**src/rtl/uart_rx_pkg.sv**
```systemverilog
// ============================================================================
//  Module   : uart_rx_pkg
//  Brief    : Shared FSM encoding and oversampling constants for uart_rx_lite.
//  Revision : 1.0
// ============================================================================
`default_nettype none

package uart_rx_pkg;

    localparam int OvsRate = 16;
    localparam int OvsMid  = 7;
    localparam int OvsLast = 15;
    localparam int OvsW    = $clog2(OvsRate);

    typedef enum logic [2:0] {
        ST_IDLE      = 3'd0,
        ST_START     = 3'd1,
        ST_DATA      = 3'd2,
`ifdef UART_RX_PARITY_EN
        ST_PARITY    = 3'd3,
`endif
        ST_STOP      = 3'd4,
        ST_WAIT_HIGH = 3'd5
    } rx_state_e;

endpackage

`default_nettype wire

```
**src/rtl/uart_rx_sync.sv**
```systemverilog
// ============================================================================
//  Module   : uart_rx_sync
//  Brief    : Two-stage synchronizer for the asynchronous serial line.
//  Revision : 1.0
// ============================================================================
`default_nettype none

module uart_rx_sync #(
    parameter logic ResetLine = 1'b1
) (
    input  logic clk_i,
    input  logic rst_i,
    input  logic d_i,
    output logic q_o
);

    logic r_meta;
    logic r_sync;

    always_ff @(posedge clk_i or posedge rst_i) begin
        if (rst_i) begin
            r_meta <= ResetLine;
            r_sync <= ResetLine;
        end else begin
            r_meta <= d_i;
            r_sync <= r_meta;
        end
    end

    assign q_o = r_sync;

endmodule

`default_nettype wire

```
**src/rtl/uart_rx_lite.sv**
```systemverilog
// ============================================================================
//  Module   : uart_rx_lite
//  Brief    : 16x oversampling UART receiver; optional parity via the
//             UART_RX_PARITY_EN macro (adds parity_odd_i and PARITY state).
//  Revision : 1.0
// ============================================================================
`default_nettype none

module uart_rx_lite
    import uart_rx_pkg::*;
#(
    parameter int   Width     = 8,
    parameter logic ResetLine = 1'b1
) (
    input  logic             clk_i,
    input  logic             rst_i,
    input  logic             tick_i,
    input  logic             rx_enable_i,
    input  logic             rx_i,
`ifdef UART_RX_PARITY_EN
    input  logic             parity_odd_i,
`endif
    output logic [Width-1:0] data_o,
    output logic             valid_o,
    output logic             frame_err_o,
    output logic             parity_err_o,
    output logic             busy_o
);

    logic            w_rxs;
    rx_state_e       r_state;
    rx_state_e       w_state_nxt;
    logic [OvsW-1:0] r_ovs;
    logic [OvsW-1:0] w_ovs_nxt;
    logic [2:0]      r_bit_idx;
    logic [2:0]      w_bit_nxt;
    logic [Width-1:0] r_shift;
    logic [Width-1:0] w_shift_nxt;
    logic            w_par_err;
    logic            w_stop_sample;
    logic            w_valid_nxt;
    logic            w_ferr_nxt;
    logic            r_valid;
    logic            r_ferr;

    uart_rx_sync #(
        .ResetLine (ResetLine)
    ) u_sync (
        .clk_i (clk_i),
        .rst_i (rst_i),
        .d_i   (rx_i),
        .q_o   (w_rxs)
    );

`ifdef UART_RX_PARITY_EN
    logic r_par_err;
    logic w_par_nxt;
    logic r_perr;
    assign w_par_err = r_par_err;
`else
    assign w_par_err = 1'b0;
`endif

    // State and datapath registers
    always_ff @(posedge clk_i or posedge rst_i) begin
        if (rst_i) begin
            r_state   <= ST_IDLE;
            r_ovs     <= '0;
            r_bit_idx <= '0;
            r_shift   <= '0;
            data_o    <= '0;
            r_valid   <= 1'b0;
            r_ferr    <= 1'b0;
`ifdef UART_RX_PARITY_EN
            r_par_err <= 1'b0;
            r_perr    <= 1'b0;
`endif
        end else begin
            r_state   <= w_state_nxt;
            r_ovs     <= w_ovs_nxt;
            r_bit_idx <= w_bit_nxt;
            r_shift   <= w_shift_nxt;
            r_valid   <= w_valid_nxt;
            r_ferr    <= w_ferr_nxt;
            if (w_stop_sample) begin
                data_o <= r_shift;
            end
`ifdef UART_RX_PARITY_EN
            r_par_err <= w_par_nxt;
            r_perr    <= w_stop_sample & r_par_err;
`endif
        end
    end

    // Next-state logic
    always_comb begin
        w_state_nxt = r_state;
        w_ovs_nxt   = r_ovs;
        w_bit_nxt   = r_bit_idx;
        w_shift_nxt = r_shift;
`ifdef UART_RX_PARITY_EN
        w_par_nxt   = r_par_err;
`endif
        if (tick_i && (r_state != ST_IDLE) && (r_state != ST_WAIT_HIGH)) begin
            w_ovs_nxt = r_ovs + 1'b1;
        end

        case (r_state)
            ST_IDLE: begin
                if (!w_rxs && rx_enable_i) begin
                    w_state_nxt = ST_START;
                    w_ovs_nxt   = '0;
                    w_bit_nxt   = '0;
`ifdef UART_RX_PARITY_EN
                    w_par_nxt   = 1'b0;
`endif
                end
            end
            ST_START: begin
                if (tick_i && (r_ovs == OvsW'(OvsMid))) begin
                    if (w_rxs) begin
                        w_state_nxt = ST_IDLE;
                    end else begin
                        w_state_nxt = ST_DATA;
                        w_ovs_nxt   = '0;
                        w_bit_nxt   = '0;
                    end
                end
            end
            ST_DATA: begin
                if (tick_i && (r_ovs == OvsW'(OvsLast))) begin
                    w_shift_nxt = {w_rxs, r_shift[Width-1:1]};
                    w_bit_nxt   = r_bit_idx + 3'd1;
                    if (r_bit_idx == 3'(Width - 1)) begin
`ifdef UART_RX_PARITY_EN
                        w_state_nxt = ST_PARITY;
`else
                        w_state_nxt = ST_STOP;
`endif
                    end
                end
            end
`ifdef UART_RX_PARITY_EN
            ST_PARITY: begin
                if (tick_i && (r_ovs == OvsW'(OvsLast))) begin
                    // Expected bit is XOR of data XOR sense; any difference is a mismatch
                    w_par_nxt   = w_rxs ^ (^r_shift) ^ parity_odd_i;
                    w_state_nxt = ST_STOP;
                end
            end
`endif
            ST_STOP: begin
                if (tick_i && (r_ovs == OvsW'(OvsLast))) begin
                    w_state_nxt = w_rxs ? ST_IDLE : ST_WAIT_HIGH;
                end
            end
            ST_WAIT_HIGH: begin
                if (w_rxs) begin
                    w_state_nxt = ST_IDLE;
                end
            end
            default: begin
                w_state_nxt = ST_IDLE;
            end
        endcase

        if (!rx_enable_i) begin
            w_state_nxt = ST_IDLE;
            w_ovs_nxt   = '0;
            w_bit_nxt   = '0;
`ifdef UART_RX_PARITY_EN
            w_par_nxt   = 1'b0;
`endif
        end
    end

    // Output decode
    always_comb begin
        w_stop_sample = (r_state == ST_STOP) && tick_i &&
                        (r_ovs == OvsW'(OvsLast)) && rx_enable_i;
        w_valid_nxt   = w_stop_sample & w_rxs & ~w_par_err;
        w_ferr_nxt    = w_stop_sample & ~w_rxs;
    end

    assign valid_o     = r_valid;
    assign frame_err_o = r_ferr;
    assign busy_o      = (r_state != ST_IDLE);
`ifdef UART_RX_PARITY_EN
    assign parity_err_o = r_perr;
`else
    assign parity_err_o = 1'b0;
`endif

endmodule

`default_nettype wire

```
**config.mk**
```make
export PLATFORM = sky130hd
export DESIGN_NAME = uart_rx_lite
export DESIGN_NICKNAME = d
export VERILOG_FILES = /design/src/rtl/uart_rx_pkg.sv /design/src/rtl/uart_rx_sync.sv /design/src/rtl/uart_rx_lite.sv
export SDC_FILE = /design/constraint.sdc
export NUM_CORES = 1
export LEC_CHECK = 0
export BUFFER_PORTS_ARGS = -buffer_cell sky130_fd_sc_hd__buf_4
export CAP_MARGIN = 40
export CORE_MARGIN = 4
export CORE_UTILIZATION = 45
export DETAILED_ROUTE_END_ITERATION = 7
export GPL_TIMING_DRIVEN = 0
export SLEW_MARGIN = 0
export SYNTH_ARGS = -nofsm -noshare
export SYNTH_HDL_FRONTEND = slang
export SYNTH_SLANG_ARGS = --single-unit
```
**constraint.sdc**
```tcl
create_clock -name clk_i -period 1.9 [get_ports clk_i]
set_clock_uncertainty 0.1 [all_clocks]
set_input_delay 0.095 -clock clk_i [delete_from_list [all_inputs] [get_ports clk_i]]
set_output_delay 0.095 -clock clk_i [all_outputs]
set_load 0.01 [all_outputs]
```
==> results of run 1 <==
[placed cells by master (no fill, tap or decap), types with 3 or more instances in the layout]
master	instances
buf_4	17
nand2_1	7
dlygate4sd3_1	3
mux2_4	16
mux2i_1	4
clkbuf_4	5
xor2_1	4
nor2_1	7
dfrtp_1	28
buf_6	4
inv_1	6
nor2b_1	3
[report_power, final]
| part | switching [uW] | internal (uW) |
|---|---|---|
| clock | 227 | 178 |
| combinational | 175 | 159 |
| sequential | 20.5 | 665 |
| total | 422 | 1000 |
[final cells by class]
type | count | area (um2)
Buffer | 7 | 61.3
Clock buffer | 6 | 51.3
Clock inverter | 2 | 12.5
Fill cell | 273 | 1310
Inverter | 6 | 22.5
Multi-Input combinational cell | 71 | 658
Sequential cell | 30 | 753
Tap cell | 44 | 55.1
Timing Repair Buffer | 20 | 178
[routing by layer]
| layer | vias up | wire length [um] |
|---|---|---|
| li1 | 448 | - |
| met1 | 445 | 1150 |
| met2 | 19 | 1150 |
| met3 | 7 | 123 |
| met4 | 0 | 48 |
| met5 | - | 0 |
[how the worst max path moves through the flow]
stage                       startpoint                    end  slack (ps)  cells past startpoint
CTS                 r_ovs[0]$_DFF_PP0_  data_o[2]$_DFFE_PP0P_          30                      5
floorplan           r_ovs[0]$_DFF_PP0_  data_o[0]$_DFFE_PP0P_         180                      5
detailed placement  r_ovs[0]$_DFF_PP0_     r_ovs[1]$_DFF_PP0_          50                      5
global placement    r_ovs[0]$_DFF_PP0_  data_o[7]$_DFFE_PP0P_          60                      5
global route        r_ovs[1]$_DFF_PP0_  data_o[1]$_DFFE_PP0P_         0.8                      5
finish              r_ovs[0]$_DFF_PP0_  data_o[2]$_DFFE_PP0P_          50                      5
[worst max-delay path, cell delays in order (launching register included)]
cell and delay (ps):
dfrtp_1 390, ha_2 220, nand4_2 160, or3_1 390, buf_6 170, mux2_4 300
[logic make-up (layout without fill, tap and decap cells)]
logic type               count (synthesis)  after routing  share of synthesized area
flip-flops                              30             30                      0.507
buffers and inverters                   13             41                     0.0564
multiplexers                            22             22                      0.204
AO/OA/AOI/OAI                           12             12                     0.0649
adder cells (fa/ha/maj)                  3              3                     0.0253
AND/OR/NAND/NOR                         29             29                      0.116
XOR/XNOR                                 4              4                     0.0236
other                                    1              1                    0.00252
[sequential cells by signal, indices dropped and copies added, names as in the netlist]
signal and cells:
data_o 8, r_ovs 4, r_state 3, frame_err_o 1
r_bit_idx 3, r_shift 8, valid_o 1, u_sync.q_o 1
u_sync.r_meta 1
[through the flow]
stage,power (uW),hold WS (ps)
after detailed placement,1020,9.58
after global placement,1000,103
after global routing,1520,75.8
after floorplan,937,-0.522
final,1420,72.6
after CTS,1430,64.4
[repair_timing]
item	in CTS	in global routing
setup buffers	0	1
gates resized for setup	0	2
hold buffers	3	0
endpoints found under the hold margin	30	0
endpoints found under the setup margin	0	20
==> impl_metrics.py, run 1 <==
metrics = {
    "setup_path": {
        "cp-start-kind": "flop",
        "end_kind": "flop",
        "r2r_slack_ps": 50,
        "reg2reg_from": "r_ovs[0]$_DFF_PP0_",
        "crit_arrival_ps": 1970,
        "r2r_end": "data_o[2]$_DFFE_PP0P_",
        "critPathKind": "reg2reg",
        "worstPathRequired_ps": 2020,
        "rr_worst_depth": 5,
        "critPathMaxFanout": 10,
    },
    "floorplanning": {
        "io_pins": 17,
        "fp.dieW_um": 65.5,
        "dieArea_mm2": 0.00428,
        "die_h_um": 65.5,
        "placementRows": 20,
        "fp.coreArea_mm2": 0.00310,
        "initial_core_util": 0.479,
    },
    "clocking": {
        "cts_buffers": 5,
        "cts_tree": "done",
        "cts-root-buf": "clkbuf_4",
        "clkTransAtPathRegs_ps": 100,
        "clk_path_buf_depth": 2,
        "h-tree-depth": 2,
        "clock_sinks": 30,
        "clock_latency_ps": 330,
    },
    "timing": {
        "worst_slack_ps": 45.6,
        "period_share": 0.976,
        "slew_violations": 0,
        "rsz0062_at_grt": "no",
        "setup_violations": 0,
        "max_freq_mhz": 539,
        "finalHoldViolCount": 0,
        "tns_ps": 0,
        "fin_crit_ps": 1850,
    },
    "synthesis": {
        "synth-seq-cells": 30,
        "synth.cell_area_mm2": 0.00149,
        "syn_inst": 114,
        "ys.flop_type": "dfrtp_1",
        "syn_avg_cell_area_um2": 13.0,
        "ys_seq_area_frac": 0.507,
        "yosysUniqueCellTypes": 33,
        "synth_common_cells": "28 x dfrtp_1, 16 x mux2_4, 7 x nand2_1, 7 x nor2_1, 6 x inv_1",
        "yosysTopAreaCell": "dfrtp_1",
        "yosys_warnings": 0,
        "netlist_top_cells_area": "dfrtp_1 47%, mux2_4 16%, dfstp_2 3.5%, buf_6 3.0%, mux2i_1 2.7%",
        "async_flop_share": 1.00,
        "synth.most_common_cell": "dfrtp_1",
        "synth_top_area_frac": 0.472,
        "synth_edf_count": 0,
        "syn_nets": 122,
    },
    "placement": {
        "gp_congestion": 0.816,
        "place_area_mm2": 0.00168,
        "post-dp-hpwl_um": 1740,
        "dpl_worst_slack_ps": 49.3,
        "numPortBuffers": 15,
        "dp_cells": 174,
    },
    "hold_path": {
        "hold_path.startpoint": "tick_i",
        "whs_path_depth": 4,
        "hold_path.class": "in2reg",
        "worstHoldEndpoint": "r_ovs[2]$_DFF_PP0_",
    },
    "drt": {
        "drcViolationCount": 0,
        "viasPerCell": 4.94,
        "post_drt_wl_per_cell_um": 13.3,
        "drt-pass1-iter-count": 4,
        "antenna_left": 0,
        "finalWirelength_um": 2480,
        "dr_total_vias": 919,
        "first_iter_violations": 54,
    },
    "global_routing": {
        "grt_use_met1": 0.156,
        "grt_pass1_wl_um": 4180,
        "grt_use_met2": 0.209,
        "met3_usage": 0.0513,
        "grt_max_degree": 24,
        "grt-ovfl-total": 0,
        "busiest_layer": "met2",
        "antenna_found_initial": 0,
        "grt_use_total": 0.132,
        "grt_pass1_vias": 932,
    },
    "finish": {
        "area_delta_synth_final_pct": 20.6,
        "num_antenna_cells": 0,
        "layoutNonFillerInstCount": 186,
        "final_area_mm2": 0.00179,
        "drive_above_1_share": 0.408,
        "final_nets": 149,
        "fin_util": 0.577,
    },
    "power": {
        "cellPowerDensity_mw_per_mm2": 795,
        "ir_drop_mv": 0.573,
        "p_leak_uw": 0.000939,
    },
    "run": {
        "max_cap_violations": 0,
    },
    "run_status": {
        "outcome": "finished, final reports clean",
    },
}
(Power assumes the default switching activity.)
==> run 2, diff against run 1 <==
--- a/config.mk
+++ b/config.mk
@@ -7,6 +7,7 @@
 export LEC_CHECK = 0
 export BUFFER_PORTS_ARGS = -buffer_cell sky130_fd_sc_hd__buf_4
 export CAP_MARGIN = 40
+export CORE_ASPECT_RATIO = 1.5
 export CORE_MARGIN = 4
 export CORE_UTILIZATION = 45
 export DETAILED_ROUTE_END_ITERATION = 7
@@ -14,4 +15,5 @@
 export SLEW_MARGIN = 0
 export SYNTH_ARGS = -nofsm -noshare
 export SYNTH_HDL_FRONTEND = slang
+export SYNTH_HIERARCHICAL = 1
 export SYNTH_SLANG_ARGS = --single-unit
==> impl_metrics.py, run 2 <==
metrics = {
    "timing": {
        "setup_violations": 0,
        "period_share": 0.913,
        "max_freq_mhz": 577,
        "fin_crit_ps": 1730,
        "finalHoldViolCount": 0,
        "tns_ps": 0,
        "rsz0062_at_grt": "no",
        "slew_violations": 0,
        "hold_slack_ps": 37.3,
    },
    "synthesis": {
        "ys.flop_type": "dfrtp_1",
        "syn_avg_cell_area_um2": 12.3,
        "yosys_warnings": 6,
        "synth_edf_count": 0,
        "synth_top_area_frac": 0.485,
        "synth-seq-cells": 30,
        "synth.most_common_cell": "dfrtp_1",
        "yosysTopAreaCell": "dfrtp_1",
        "netlist_top_cells_area": "dfrtp_1 49%, mux2_2 13%, dfstp_2 3.6%, ha_1 2.6%, xor2_1 2.4%",
        "syn_inst": 117,
        "ys_seq_area_frac": 0.522,
        "yosysUniqueCellTypes": 35,
        "synth_common_cells": "28 x dfrtp_1, 17 x mux2_2, 9 x nor2_1",
        "async_flop_share": 1.00,
        "synth.cell_area_mm2": 0.00144,
        "syn_nets": 125,
    },
    "floorplanning": {
        "dieArea_mm2": 0.00420,
        "fp.dieW_um": 54.3,
        "initial_core_util": 0.481,
        "die_h_um": 77.4,
        "io_pins": 17,
        "fp.coreArea_mm2": 0.00300,
        "placementRows": 24,
    },
    "global_routing": {
        "grt_max_degree": 23,
        "grt_use_total": 0.142,
        "grt_pass1_wl_um": 4460,
        "grt-ovfl-total": 0,
        "antenna_found_initial": 0,
        "grt_pass1_vias": 1015,
    },
    "drt": {
        "antenna_left": 0,
        "finalWirelength_um": 2470,
        "drcViolationCount": 0,
        "post_drt_wl_per_cell_um": 13.6,
        "drt-pass1-iter-count": 4,
        "viasPerCell": 5.29,
        "first_iter_violations": 6,
        "dr_total_vias": 963,
    },
    "setup_path": {
        "crit_arrival_ps": 1800,
        "rr_worst_depth": 5,
        "critPathMaxFanout": 10,
        "worstPathRequired_ps": 1960,
        "critPathKind": "reg2reg",
        "r2r_end": "r_shift[7]$_DFFE_PP0P_",
        "cp-start-kind": "flop",
        "r2r_slack_ps": 170,
        "end_kind": "flop",
        "reg2reg_from": "r_ovs[0]$_DFF_PP0_",
    },
    "clocking": {
        "h-tree-depth": 2,
        "cts_resized": 0,
        "clkTransAtPathRegs_ps": 60,
        "clk_path_buf_depth": 2,
        "clock_sinks": 30,
        "clock_latency_ps": 270,
        "cts-root-buf": "clkbuf_8",
        "cts_buffers": 5,
        "cts_tree": "done",
    },
    "run": {
        "max_cap_violations": 0,
    },
    "placement": {
        "numPortBuffers": 15,
        "post-dp-hpwl_um": 1900,
        "gp_congestion": 0.800,
    },
    "hold_path": {
        "hold_path.class": "in2reg",
        "whs_path_depth": 3,
        "hold_path.startpoint": "rx_enable_i",
        "worstHoldEndpoint": "r_ovs[2]$_DFF_PP0_",
    },
    "finish": {
        "reg_top3": "data_o (8), r_shift (8), r_ovs (4)",
        "drive_above_1_share": 0.385,
        "num-fill-cells": 262,
        "final_nets": 150,
        "final_cell_mix": "28 x dfrtp_1, 17 x buf_4, 17 x mux2_2",
        "area_delta_synth_final_pct": 20.8,
        "final_common_cell": "dfrtp_1",
        "num_antenna_cells": 0,
    },
    "power": {
        "ir_drop_mv": 0.595,
        "p_leak_uw": 0.000880,
        "cellPowerDensity_mw_per_mm2": 798,
    },
    "run_status": {
        "outcome": "finished, final reports clean",
    },
}
## run 2: worst max path at each step
| stage | start | to | depth (start not counted) |
|---|---|---|---|
| detailed placement | r_ovs[0]$_DFF_PP0_ | r_shift[6]$_DFFE_PP0P_ | 5 |
| finish | r_ovs[0]$_DFF_PP0_ | r_shift[7]$_DFFE_PP0P_ | 5 |
| CTS | r_ovs[0]$_DFF_PP0_ | r_shift[7]$_DFFE_PP0P_ | 5 |
| global route | r_ovs[0]$_DFF_PP0_ | r_shift[5]$_DFFE_PP0P_ | 5 |
| global placement | r_ovs[0]$_DFF_PP0_ | r_shift[7]$_DFFE_PP0P_ | 5 |
| floorplan | r_ovs[0]$_DFF_PP0_ | r_shift[0]$_DFFE_PP0P_ | 5 |
## run 2: per-stage QoR
stage	instances	setup WS, ps	util	cell area (um2)	power (uW)
floorplan	117	253	-	1440	826
global placement	171	172	0.535	1610	878
detailed placement	172	157	0.544	1630	889
CTS	182	142	0.581	1740	1410
global route	182	100	0.581	1740	1470
finish	182	166	0.581	1740	1390
## run 2: kinds of logic (layout without fill, tap and decap cells)
group                    Yosys count  after routing  share of synthesized area
AO/OA/AOI/OAI                     21             21                     0.0971
multiplexers                      18             18                      0.140
AND/OR/NAND/NOR                   27             27                      0.133
other                              1              1                    0.00260
flip-flops                        30             30                      0.522
buffers and inverters             13             39                     0.0554
XOR/XNOR                           4              4                     0.0243
adder cells (fa/ha/maj)            3              3                     0.0260
## run 2: per-layer routing
layer | part of all wire | GRT usage
met2 | 0.53 | 0.234
met1 | 0.41 | 0.169
met4 | 0.011 | 0.0449
met5 | 0 | 0
met3 | 0.045 | 0.0498
## run 2: area by class of cell
class / count / area (um2) / share of cell area
Buffer: 6 / 53.8 / 0.0308
Clock buffer: 7 / 86.3 / 0.0495
Clock inverter: 1 / 5.00 / 0.00287
Inverter: 7 / 26.3 / 0.0151
Multi-Input combinational cell: 74 / 611 / 0.350
Sequential cell: 30 / 753 / 0.432
Tap cell: 39 / 48.8 / 0.0280
Timing Repair Buffer: 18 / 160 / 0.0918
## run 2: repair_timing
item,CTS,global route
setup buffers,0,0
endpoints found under the hold margin,9,0
hold buffers,2,0
## run 2: where the power goes
part / internal (uW) / switching [uW] / total (uW)
clock network: 291 / 221 / 512
registers: 658 / 9.37 / 667
logic: 87.1 / 124 / 211
total: 1040 / 355 / 1390
## run 2: critical path, stage by stage (launching register included)
cell,delay [ps]
dfrtp_1,400
ha_1,250
and4_1,220
buf_6,150
nand4_4,150
mux2_2,350
==> run 3, diff against run 2 <==
--- a/config.mk
+++ b/config.mk
@@ -10,8 +10,10 @@
 export CORE_ASPECT_RATIO = 1.5
 export CORE_MARGIN = 4
 export CORE_UTILIZATION = 45
+export CTS_BUF_LIST = sky130_fd_sc_hd__clkbuf_4 sky130_fd_sc_hd__clkbuf_8
 export DETAILED_ROUTE_END_ITERATION = 7
 export GPL_TIMING_DRIVEN = 0
+export PLACE_DENSITY_LB_ADDON = 0.25
 export SLEW_MARGIN = 0
 export SYNTH_ARGS = -nofsm -noshare
 export SYNTH_HDL_FRONTEND = slang
==> impl_metrics.py, run 3 (synthesized netlist as in run 2, its figures left out) <==
metrics = {
    "power": {
        "clock_power_share": 0.379,
        "switchingPower_uw": 363,
        "switching_share": 0.257,
        "seqPwrFrac": 0.474,
        "ir_drop_mv": 0.624,
        "cellPowerDensity_mw_per_mm2": 813,
        "power.share.combinational": 0.147,
        "internal-power_uw": 1050,
        "p_leak_uw": 0.000878,
    },
    "floorplanning": {
        "dieArea_mm2": 0.00420,
        "fp.coreArea_mm2": 0.00300,
        "die_h_um": 77.4,
        "placementRows": 24,
        "fp.dieW_um": 54.3,
        "initial_core_util": 0.481,
        "io_pins": 17,
    },
    "finish": {
        "seq_area_um2": 753,
        "area_delta_synth_final_pct": 20.2,
        "reg_top3": "data_o (8), r_shift (8), r_ovs (4)",
        "num-fill-cells": 261,
        "num_antenna_cells": 0,
        "drive_above_1_share": 0.392,
        "fin_util": 0.578,
        "final_common_cell": "dfrtp_1",
        "final_nets": 150,
        "final_cell_mix": "28 x dfrtp_1, 17 x buf_4, 17 x mux2_2",
        "final_area_mm2": 0.00174,
        "multiInputGateArea_um2": 611,
    },
    "timing": {
        "rsz0062_at_grt": "no",
        "slew_violations": 0,
        "fin_crit_ps": 1780,
        "finalHoldViolCount": 0,
        "period_share": 0.937,
        "hold_slack_ps": 35.3,
        "tns_ps": 0,
        "timing.slew.headroom": 0.600,
        "max_freq_mhz": 562,
        "tightest_slew_ps": 600,
        "setup_violations": 0,
        "worst_slack_ps": 119,
    },
    "drt": {
        "dr_total_vias": 985,
        "finalWirelength_um": 2690,
        "antenna_left": 0,
        "drt-pass1-iter-count": 4,
        "viasPerCell": 5.41,
        "post_drt_wl_per_cell_um": 14.8,
        "first_iter_violations": 29,
        "drcViolationCount": 0,
    },
    "clocking": {
        "cts_tree": "done",
        "clock_latency_ps": 280,
        "clk_path_buf_depth": 2,
        "cts-root-buf": "clkbuf_8",
        "cts_resized": 0,
        "clock_sinks": 30,
        "h-tree-depth": 2,
        "clkTransAtPathRegs_ps": 70,
        "cts_buffers": 5,
    },
    "placement": {
        "place_area_mm2": 0.00162,
        "dpl_worst_slack_ps": 144,
        "numPortBuffers": 15,
        "post-dp-hpwl_um": 1880,
        "gp_congestion": 0.789,
    },
    "setup_path": {
        "critPathMaxFanout": 10,
        "critPathKind": "reg2reg",
        "cp-start-kind": "flop",
        "worstPathRequired_ps": 1960,
        "end_kind": "flop",
        "crit_arrival_ps": 1840,
    },
    "global_routing": {
        "grt-ovfl-total": 0,
        "grt_pass1_vias": 1082,
        "antenna_found_initial": 0,
        "grt_pass1_wl_um": 5040,
        "grt_max_degree": 16,
        "grt_use_total": 0.164,
    },
    "run_status": {
        "outcome": "finished, final reports clean",
    },
    "run": {
        "max_cap_violations": 0,
    },
    "hold_path": {
        "hold_path.class": "in2reg",
    },
}
==> run 3: path summary, 6_finish.rpt <==
kind | start | slack (ps) | depth (start not counted) | end
worst max-delay path | r_ovs[0]$_DFF_PP0_ | 120 | 5 | r_shift[7]$_DFFE_PP0P_
worst min-delay path | rx_enable_i | 40 | 3 | r_ovs[0]$_DFF_PP0_
worst max register to register | r_ovs[0]$_DFF_PP0_ | 120 | 5 | r_shift[7]$_DFFE_PP0P_
worst min register to register | u_sync/r_meta$_DFF_PP1_ | 250 | 0 | u_sync/q_o$_DFF_PP1_
max in group asynchronous | rst_i | 850 | 4 | data_o[1]$_DFFE_PP0P_
min in group asynchronous | rst_i | 300 | 3 | u_sync/r_meta$_DFF_PP1_
==> run 3: layout make-up <==
cell class	instances	share of cell area
tap	39	0.0281
inverter	7	0.0151
clock buffer	7	0.0519
clock inverter	1	0.00288
timing repair buffer	18	0.0851
sequential	30	0.434
buffer	6	0.0310
multi-input combinational	74	0.352
==> run 3: per-stage QoR <==
| step | std cells | total power [uW] |
|---|---|---|
| after floorplan | 117 | 826 |
| after global placement | 171 | 874 |
| after detailed placement | 172 | 882 |
| after CTS | 182 | 1430 |
| after global routing | 182 | 1490 |
| final | 182 | 1410 |
==> run 3: per-layer routing <==
layer	wire, um	track usage	vias to the layer above
met5	0	0	-
met4	57	0.0898	0
met3	96	0.0460	6
met2	1480	0.266	17
met1	1060	0.186	500
li1	-	-	462
==> run 3: power groups by stage <==
stage | clock network, uW | registers, uW | logic (uW)
after global placement | 0 | 679 | 195
final | 535 | 668 | 208
after floorplan | 0 | 677 | 150
after global routing | 589 | 669 | 231
after detailed placement | 0 | 679 | 202
after CTS | 554 | 668 | 208
==> run 3: what timing repair did <==
item | in CTS | in global routing
buffers inserted | 0 | 0
endpoints found under the hold margin | 17 | 0
setup endpoints to repair | 0 | 0
hold buffers | 2 | 0
==> run 3: worst max-delay path, cell delays in order (launching register included) <==
cell and delay (ps):
dfrtp_1 410, ha_1 260, and4_1 230, buf_6 150, nand4_4 160, mux2_2 350
